[config.mk]
export PLATFORM = sky130hd
export DESIGN_NAME = wb_exc_commit
export DESIGN_NICKNAME = d
export VERILOG_FILES = /design/src/rtl/wb_exc_commit.sv
export SDC_FILE = /design/constraint.sdc
export NUM_CORES = 1
export LEC_CHECK = 0
export CAP_MARGIN = 20
export CORE_AREA = 4 4 178 180
export DETAILED_ROUTE_END_ITERATION = 6
export DIE_AREA = 0 0 182 184
export REMOVE_ABC_BUFFERS = 1
export SYNTH_ARGS = -nofsm -noshare
export SYNTH_HDL_FRONTEND = slang
export SYNTH_SLANG_ARGS = --single-unit
[constraint.sdc]
create_clock -name clk -period 3.9 [get_ports clk]
set_input_delay 0.78 -clock clk [delete_from_list [all_inputs] [get_ports clk]]
set_output_delay 0.78 -clock clk [all_outputs]
set_load 0.005 [all_outputs]
[src/rtl/wb_exc_commit.sv]
// WB-stage commit unit: retires MEM instructions, drives the CSR port and WB2CSR bus, raises flush/redirect.
// Optional WB_EXC_STATS_EN adds exc_cnt/ertn_cnt event counters.
module wb_exc_commit #(
    parameter int unsigned CSR_BUS_W = 49,
    parameter logic [5:0]  ECODE_INT = 6'h00
) (
    input  logic                 clk,
    input  logic                 reset,
    input  logic                 ms_valid,
    output logic                 ws_allowin,
    input  logic [31:0]          ms_pc,
    input  logic                 ms_ex,
    input  logic [5:0]           ms_ecode,
    input  logic [8:0]           ms_esubcode,
    input  logic                 ms_ertn,
    input  logic                 ms_csr_re,
    input  logic                 ms_csr_we,
    input  logic [13:0]          ms_csr_num,
    input  logic [31:0]          ms_csr_wmask,
    input  logic [31:0]          ms_csr_wvalue,
    input  logic                 ms_rf_we,
    input  logic [4:0]           ms_rf_waddr,
    input  logic [31:0]          ms_rf_wdata,
    input  logic                 has_int,
    input  logic [31:0]          ex_entry,
    input  logic [31:0]          ertn_entry,
    input  logic [31:0]          csr_rvalue,
    output logic                 csr_re,
    output logic [13:0]          csr_num,
    output logic                 csr_we,
    output logic [31:0]          csr_wmask,
    output logic [31:0]          csr_wvalue,
    output logic [CSR_BUS_W-1:0] csr_in_bus,
    output logic                 rf_we,
    output logic [4:0]           rf_waddr,
    output logic [31:0]          rf_wdata,
    output logic                 flush,
    output logic [31:0]          flush_pc,
`ifdef WB_EXC_STATS_EN
    output logic [31:0]          exc_cnt,
    output logic [31:0]          ertn_cnt,
`endif
    input  logic                 fs_redirect_rdy
);

    typedef enum logic [0:0] {StRun, StRedir} state_e;

    state_e      state_q;
    logic        ws_valid_q;
    logic [31:0] ws_pc_q;
    logic        ws_ex_q;
    logic [5:0]  ws_ecode_q;
    logic [8:0]  ws_esubcode_q;
    logic        ws_ertn_q;
    logic        ws_csr_re_q;
    logic        ws_csr_we_q;
    logic [13:0] ws_csr_num_q;
    logic [31:0] ws_csr_wmask_q;
    logic [31:0] ws_csr_wvalue_q;
    logic        ws_rf_we_q;
    logic [4:0]  ws_rf_waddr_q;
    logic [31:0] ws_rf_wdata_q;
    logic [31:0] flush_pc_q;

    logic take_int, take_ex, take_ertn, take_norm, commit_flush;
    logic       wb_ex, ertn_flush;
    logic [5:0] wb_ecode;
    logic [8:0] wb_esubcode;
    logic [31:0] wb_pc;

    always_comb begin
        take_int     = ws_valid_q && has_int;
        take_ex      = ws_valid_q && !has_int && ws_ex_q;
        take_ertn    = ws_valid_q && !has_int && !ws_ex_q && ws_ertn_q;
        take_norm    = ws_valid_q && !take_int && !take_ex && !take_ertn;
        commit_flush = take_int || take_ex || take_ertn;
    end

    always_comb begin
        wb_ex       = take_int || take_ex;
        ertn_flush  = take_ertn;
        wb_ecode    = take_int ? ECODE_INT : (take_ex ? ws_ecode_q : 6'h00);
        wb_esubcode = take_ex ? ws_esubcode_q : 9'h000;
        wb_pc       = ws_valid_q ? ws_pc_q : 32'h0;
        csr_in_bus  = {ertn_flush, wb_ex, wb_ecode, wb_esubcode, wb_pc};

        // The read sees the pre-write value; the write lands at the next edge.
        csr_re     = ws_valid_q && ws_csr_re_q;
        csr_num    = ws_valid_q ? ws_csr_num_q : 14'h0;
        csr_we     = take_norm && ws_csr_we_q;
        csr_wmask  = ws_valid_q ? ws_csr_wmask_q : 32'h0;
        csr_wvalue = ws_valid_q ? ws_csr_wvalue_q : 32'h0;

        rf_we    = take_norm && ws_rf_we_q;
        rf_waddr = ws_valid_q ? ws_rf_waddr_q : 5'h0;
        rf_wdata = !ws_valid_q ? 32'h0 : (ws_csr_re_q ? csr_rvalue : ws_rf_wdata_q);

        ws_allowin = 1'b1;
        flush      = (state_q == StRedir);
        flush_pc   = flush_pc_q;
    end

    always_ff @(posedge clk) begin
        if (reset) begin
            state_q         <= StRun;
            ws_valid_q      <= 1'b0;
            flush_pc_q      <= 32'h0;
            ws_pc_q         <= 32'h0;
            ws_ex_q         <= 1'b0;
            ws_ecode_q      <= 6'h0;
            ws_esubcode_q   <= 9'h0;
            ws_ertn_q       <= 1'b0;
            ws_csr_re_q     <= 1'b0;
            ws_csr_we_q     <= 1'b0;
            ws_csr_num_q    <= 14'h0;
            ws_csr_wmask_q  <= 32'h0;
            ws_csr_wvalue_q <= 32'h0;
            ws_rf_we_q      <= 1'b0;
            ws_rf_waddr_q   <= 5'h0;
            ws_rf_wdata_q   <= 32'h0;
        end else begin
            unique case (state_q)
                StRun: begin
                    if (commit_flush) begin
                        state_q    <= StRedir;
                        flush_pc_q <= take_ertn ? ertn_entry : ex_entry;
                    end
                    // A younger instruction arriving alongside a flushing commit is killed.
                    ws_valid_q <= ms_valid && ws_allowin && !commit_flush;
                    if (ms_valid && ws_allowin) begin
                        ws_pc_q         <= ms_pc;
                        ws_ex_q         <= ms_ex;
                        ws_ecode_q      <= ms_ecode;
                        ws_esubcode_q   <= ms_esubcode;
                        ws_ertn_q       <= ms_ertn;
                        ws_csr_re_q     <= ms_csr_re;
                        ws_csr_we_q     <= ms_csr_we;
                        ws_csr_num_q    <= ms_csr_num;
                        ws_csr_wmask_q  <= ms_csr_wmask;
                        ws_csr_wvalue_q <= ms_csr_wvalue;
                        ws_rf_we_q      <= ms_rf_we;
                        ws_rf_waddr_q   <= ms_rf_waddr;
                        ws_rf_wdata_q   <= ms_rf_wdata;
                    end
                end
                StRedir: begin
                    ws_valid_q <= 1'b0;
                    if (fs_redirect_rdy) state_q <= StRun;
                end
                default: state_q <= StRun;
            endcase
        end
    end

`ifdef WB_EXC_STATS_EN
    logic [31:0] exc_cnt_q, ertn_cnt_q;

    always_ff @(posedge clk) begin
        if (reset) begin
            exc_cnt_q  <= 32'h0;
            ertn_cnt_q <= 32'h0;
        end else begin
            if (wb_ex)      exc_cnt_q  <= exc_cnt_q + 32'h1;
            if (ertn_flush) ertn_cnt_q <= ertn_cnt_q + 32'h1;
        end
    end

    always_comb begin
        exc_cnt  = exc_cnt_q;
        ertn_cnt = ertn_cnt_q;
    end
`endif

endmodule

# Word level (Yosys, flattened, before mapping)
# Index checks and enable logic that the tools add are counted.
dict set report classes {
  mux 15
  bitwise 1
  n_reduce_logical 22
}
# cell count
set op_table {}
lappend op_table {{$mux W32} 6}
lappend op_table {{$mux W14} 1}
lappend op_table {{$logic_and A1 B1 Y1} 12}
lappend op_table {{$mux W6} 2}
lappend op_table {{$mux W9} 1}
lappend op_table {{$logic_not A1 Y1} 6}
lappend op_table {{$mux W5} 1}
lappend op_table {{$pmux W1 S2} 2}
lappend op_table {{$reduce_and A2 Y1} 2}
lappend op_table {{$logic_or A1 B1 Y1} 2}
lappend op_table {{$mux W1} 2}
lappend op_table {{$not A1 Y1} 1}
dict set report totals {
  ff_bits 201
  input_bits 268
  out_inout_bits 201
  wordCells 54
}

# Depth between registers and ports, before layout
dict set report depth {
  ltp_word 8
  mapped_depth 6
  depth_no_buf 3
}

# Worst setup path after synthesis
# OpenSTA, ideal clock, no wires.
dict set report synth_timing {
  path_type {input-to-output}
  startpoint {in has_int}
  endpoint {out csr_in_bus[48]}
  t_arrival_ns 1.452
  setup_slack_ns 1.668
  cell_stages 4
  n_path_buf 2
  path_cell_list {nor2_4 > clkbuf_1 > and3_1 > buf_4}
}
dict set report synth_via {
  elab_chain_cells 4
}
# item line_no
set synth_rtl {}
lappend synth_rtl {{start, declared} 24} ;# input logic has_int,
lappend synth_rtl {{$logic_not A1 Y1} 74} ;# take_ertn = ws_valid_q && !has_int && !ws_ex_q && ws_ertn_q;
lappend synth_rtl {{$logic_and A1 B1 Y1 (3 in a row)} 74}
lappend synth_rtl {{end, declared} 33} ;# output logic [CSR_BUS_W-1:0] csr_in_bus,
# No other way between the ends.

# Final worst setup path
dict set report layout_timing {
  startpoint {in has_int}
  endpoint {out csr_in_bus[45]}
}
dict set report layout_via {
  elab_chain_cells 5
  elab_cells_between_ends 6
}
# item line_no
set layout_rtl {}
lappend layout_rtl {{$logic_not A1 Y1} 73} ;# take_ex = ws_valid_q && !has_int && ws_ex_q;
lappend layout_rtl {{$logic_and A1 B1 Y1 (2 in a row)} 73}
lappend layout_rtl {{$mux W6} 82} ;# wb_ecode = take_int ? ECODE_INT : (take_ex ? ws_ecode_q : 6'h00);
lappend layout_rtl {{$mux W6 *} 82}
# Mark *: on every way between the ends. The rest lies on a longest branch, timed or not.

==> out/qor.yml <==
sta:
  period_share_pct: 88.9
  max_freq_ghz: 0.289
  fin_tns_setup_ns: 0
  worst_slew_margin_rel_pct: 42.8
  grt_setup_unrepaired: "false"
  slew_violations: 0
  finalSetupViolations: 0
  skew_ns: 0.00683
  worst_slew_pin_slew_ns: 0.855
  whs_ns: 0.448
  hold_viol_final: 0
  min_period_ns: 3.47
  setup_ws_ns: 0.435
setup_path:
  crit_path_max_incr_delay_ns: 0.69
  slowest_stage: "nor2_1"
  r2r_setup_slack_ns: 1.87
  crit_path_cell_trace: "clkdlybuf4s50_1, nor2_1, and2_1, clkdlybuf4s50_1"
  path_common_cell: "clkdlybuf4s50_1"
  worstSetupPathType: "in -> out"
  crit_start: "has_int"
  critPathMaxFanout: 15
  worstSetupEndpointType: "primary output"
  r2r-start: "ws_valid_q"
  worstPathArrival_ns: 2.69
  startpoint_type: "primary input"
  required_ns: 3.12
synthesis:
  synth_area_leaders: "dfxtp_1 (45%), nand2_1 (14%), a21oi_1 (11%)"
  synth-simple-area-share_pct: 29.9
  synth_edf_count: 0
  synthFlopType: "dfxtp_1"
  synthAdderAreaFrac_pct: 0
  synth.distinct_cells: 24
  synth_area_leader_cell: "dfxtp_1"
  yosysTopAreaCellShare_pct: 45.0
  synth_compound_area_share_pct: 15.8
  yosysWarnings: 0
  synthXorXnorAreaFrac_pct: 0
  yosys_register_bits: 201
  synthMuxAreaShare_pct: 3.58
  synthCells: 1151
  synth_top_family_by_area: "simple AND/OR/NAND/NOR gates"
  async_flop_share_pct: 0
  yosys.cell_count.top_type: "nand2_1"
  yosysSeqAreaShare_pct: 45.0
  ys_top_cells_by_count: "nand2_1 (335), dfxtp_1 (201), a21oi_1 (200)"
  syn-cell-area_sq_mm: 0.00894
  avgSynthCellArea_sq_um: 7.77
layout:
  fin_area_sq_mm: 0.0147
  utilization_pct: 48.8
  syn2layout_area_growth_pct: 64.7
  instances_no_fill: 1967
  nets: 1821
  layout-drive-gt1-share_pct: 4.27
  fillers: 2909
min_path:
  hold_path_class: "reg -> reg"
  min-delay-start: "ws_pc_q[12]"
drt:
  vias: 9166
  drt_pass1_iterations: 6
  routed_wl_mm: 34.3
  wl_per_cell_um: 17.5
  drc: 0
  drtIter0Drc: 432
  via_per_inst: 4.66
  antenna_left: 0
global_routing:
  overflow: 0
  grt_pass1_vias: 8911
  grtUsageTotal_pct: 19.3
  antenna_found_initial: 1
  grt_max_degree: 83
  grt_pass1_wl_mm: 52.0
power_and_ir_drop:
  irDropWorstVdd_mv: 0.296
  p_per_area_mw_per_mm2: 374
  clkPwrFrac_pct: 43.2
  pwr-share-seq_pct: 40.9
  internal_power_mw: 4.18
  swShare_pct: 24.1
  comb_power_share_pct: 15.9
  p_sw_mw: 1.33
  leakagePower_nw: 5.37
  power_mw: 5.51
place:
  hpwl_mm: 24.4
  place_congestion: 0.783
  place_ws_ns: 0.426
  dp_cells: 1923
  post_dp_cell_area_sq_mm: 0.0139
  port_buffers: 467
clocking:
  tritoncts: "yes"
  cts_hold_buf: 0
  insertion_delay_ns: 0.51
  root_buffer: "clkbuf_16"
  clockBufferDepth: 3
  cts_made_buffers: 24
  htreeDepth: 1
  clk_pin_slew_ns: 0.06
  post_cts_buffers: 0
  cts_num_sinks: 201
  cts_resized: 0
floorplan:
  core_area_sq_mm: 0.0302
  pin_count: 469
  fp-row-count: 64
  die_h_um: 184
  die_w_um: 182
  dieArea_sq_mm: 0.0335
  initial_core_util_pct: 29.6
run:
  drv_cap: 0
status:
  outcome: "complete, no violations"
## cell usage in the layout (no fill, tap or decap), drive strengths merged
master / Yosys / final
dfxtp: 201 / 201
nor2b: 36 / 36
o21ai: 32 / 32
conb: 1 / 1
diode: 0 / 1
bufinv: 0 / 2
clkdlybuf4s50: 0 / 466
a211oi: 33 / 33
and3: 3 / 3
clkbuf: 62 / 38
nand2: 335 / 335
a21oi: 200 / 200
or3: 1 / 1
buf: 47 / 19
or4b: 32 / 32
mux2i: 32 / 32
nor3: 1 / 1
clkinv: 0 / 3
nor2: 3 / 3
and2: 131 / 131
nand2b: 1 / 1
## critical path: cells and delay by family
family / cells / cell delay, ns
buffers and inverters: 2 / 0.98
and+or+nand+nor: 2 / 0.93
## power by group through the flow
stage | combinational (mW) | sequential (mW) | clock [mW]
6_report | 0.878 | 2.26 | 2.38
5_1_grt | 0.965 | 2.27 | 2.54
4_1_cts | 0.895 | 2.26 | 2.45
3_5_place_dp | 0.890 | 2.30 | 0
3_3_place_gp | 0.885 | 2.30 | 0
2_1_floorplan | 0.322 | 2.30 | 0
## routing by layer
metal / part of all wire [%] / GRT usage [%]
met5: 0 / 0
met4: 2.8 / 5.52
met3: 9.4 / 6.65
met2: 47 / 32.6
met1: 41 / 23.4
## registers in the layout (all words and copies together), names as in the netlist
signal and cells:
flush_pc 32, ws_csr_re_q 1, ws_csr_num_q 14, ws_ex_q 1
ws_rf_waddr_q 5, ws_ecode_q 6, ws_csr_we_q 1, ws_rf_we_q 1
ws_ertn_q 1, ws_csr_wmask_q 32, ws_valid_q 1, ws_csr_wvalue_q 32
ws_esubcode_q 9, ws_pc_q 32, flush 1, ws_rf_wdata_q 32
## cell families after synthesis
family,after synthesis
and+or+nand+nor,543
DFF,201
other,1
AOI/OAI and AO/OA,265
buffers and inverters,109
muxes,32
## path summary, 6_finish.rpt
check	end	depth (start not counted)
worst max-delay path	csr_in_bus[45]	4
worst min-delay path	ws_pc_q[12]	2
worst max register to register	flush_pc[30]	5
worst min register to register	ws_pc_q[12]	2
## cell type report
class | count | area, sq um | share of cell area (%)
Timing Repair Buffer | 485 | 4910 | 33.3
Multi-Input combinational cell | 841 | 4440 | 30.1
Sequential cell | 201 | 4030 | 27.3
Clock buffer | 38 | 785 | 5.32
Tap cell | 396 | 495 | 3.36
Clock inverter | 5 | 75.1 | 0.509
Antenna cell | 1 | 2.50 | 0.0170
Note: power is estimated with default switching activity, not from simulation.
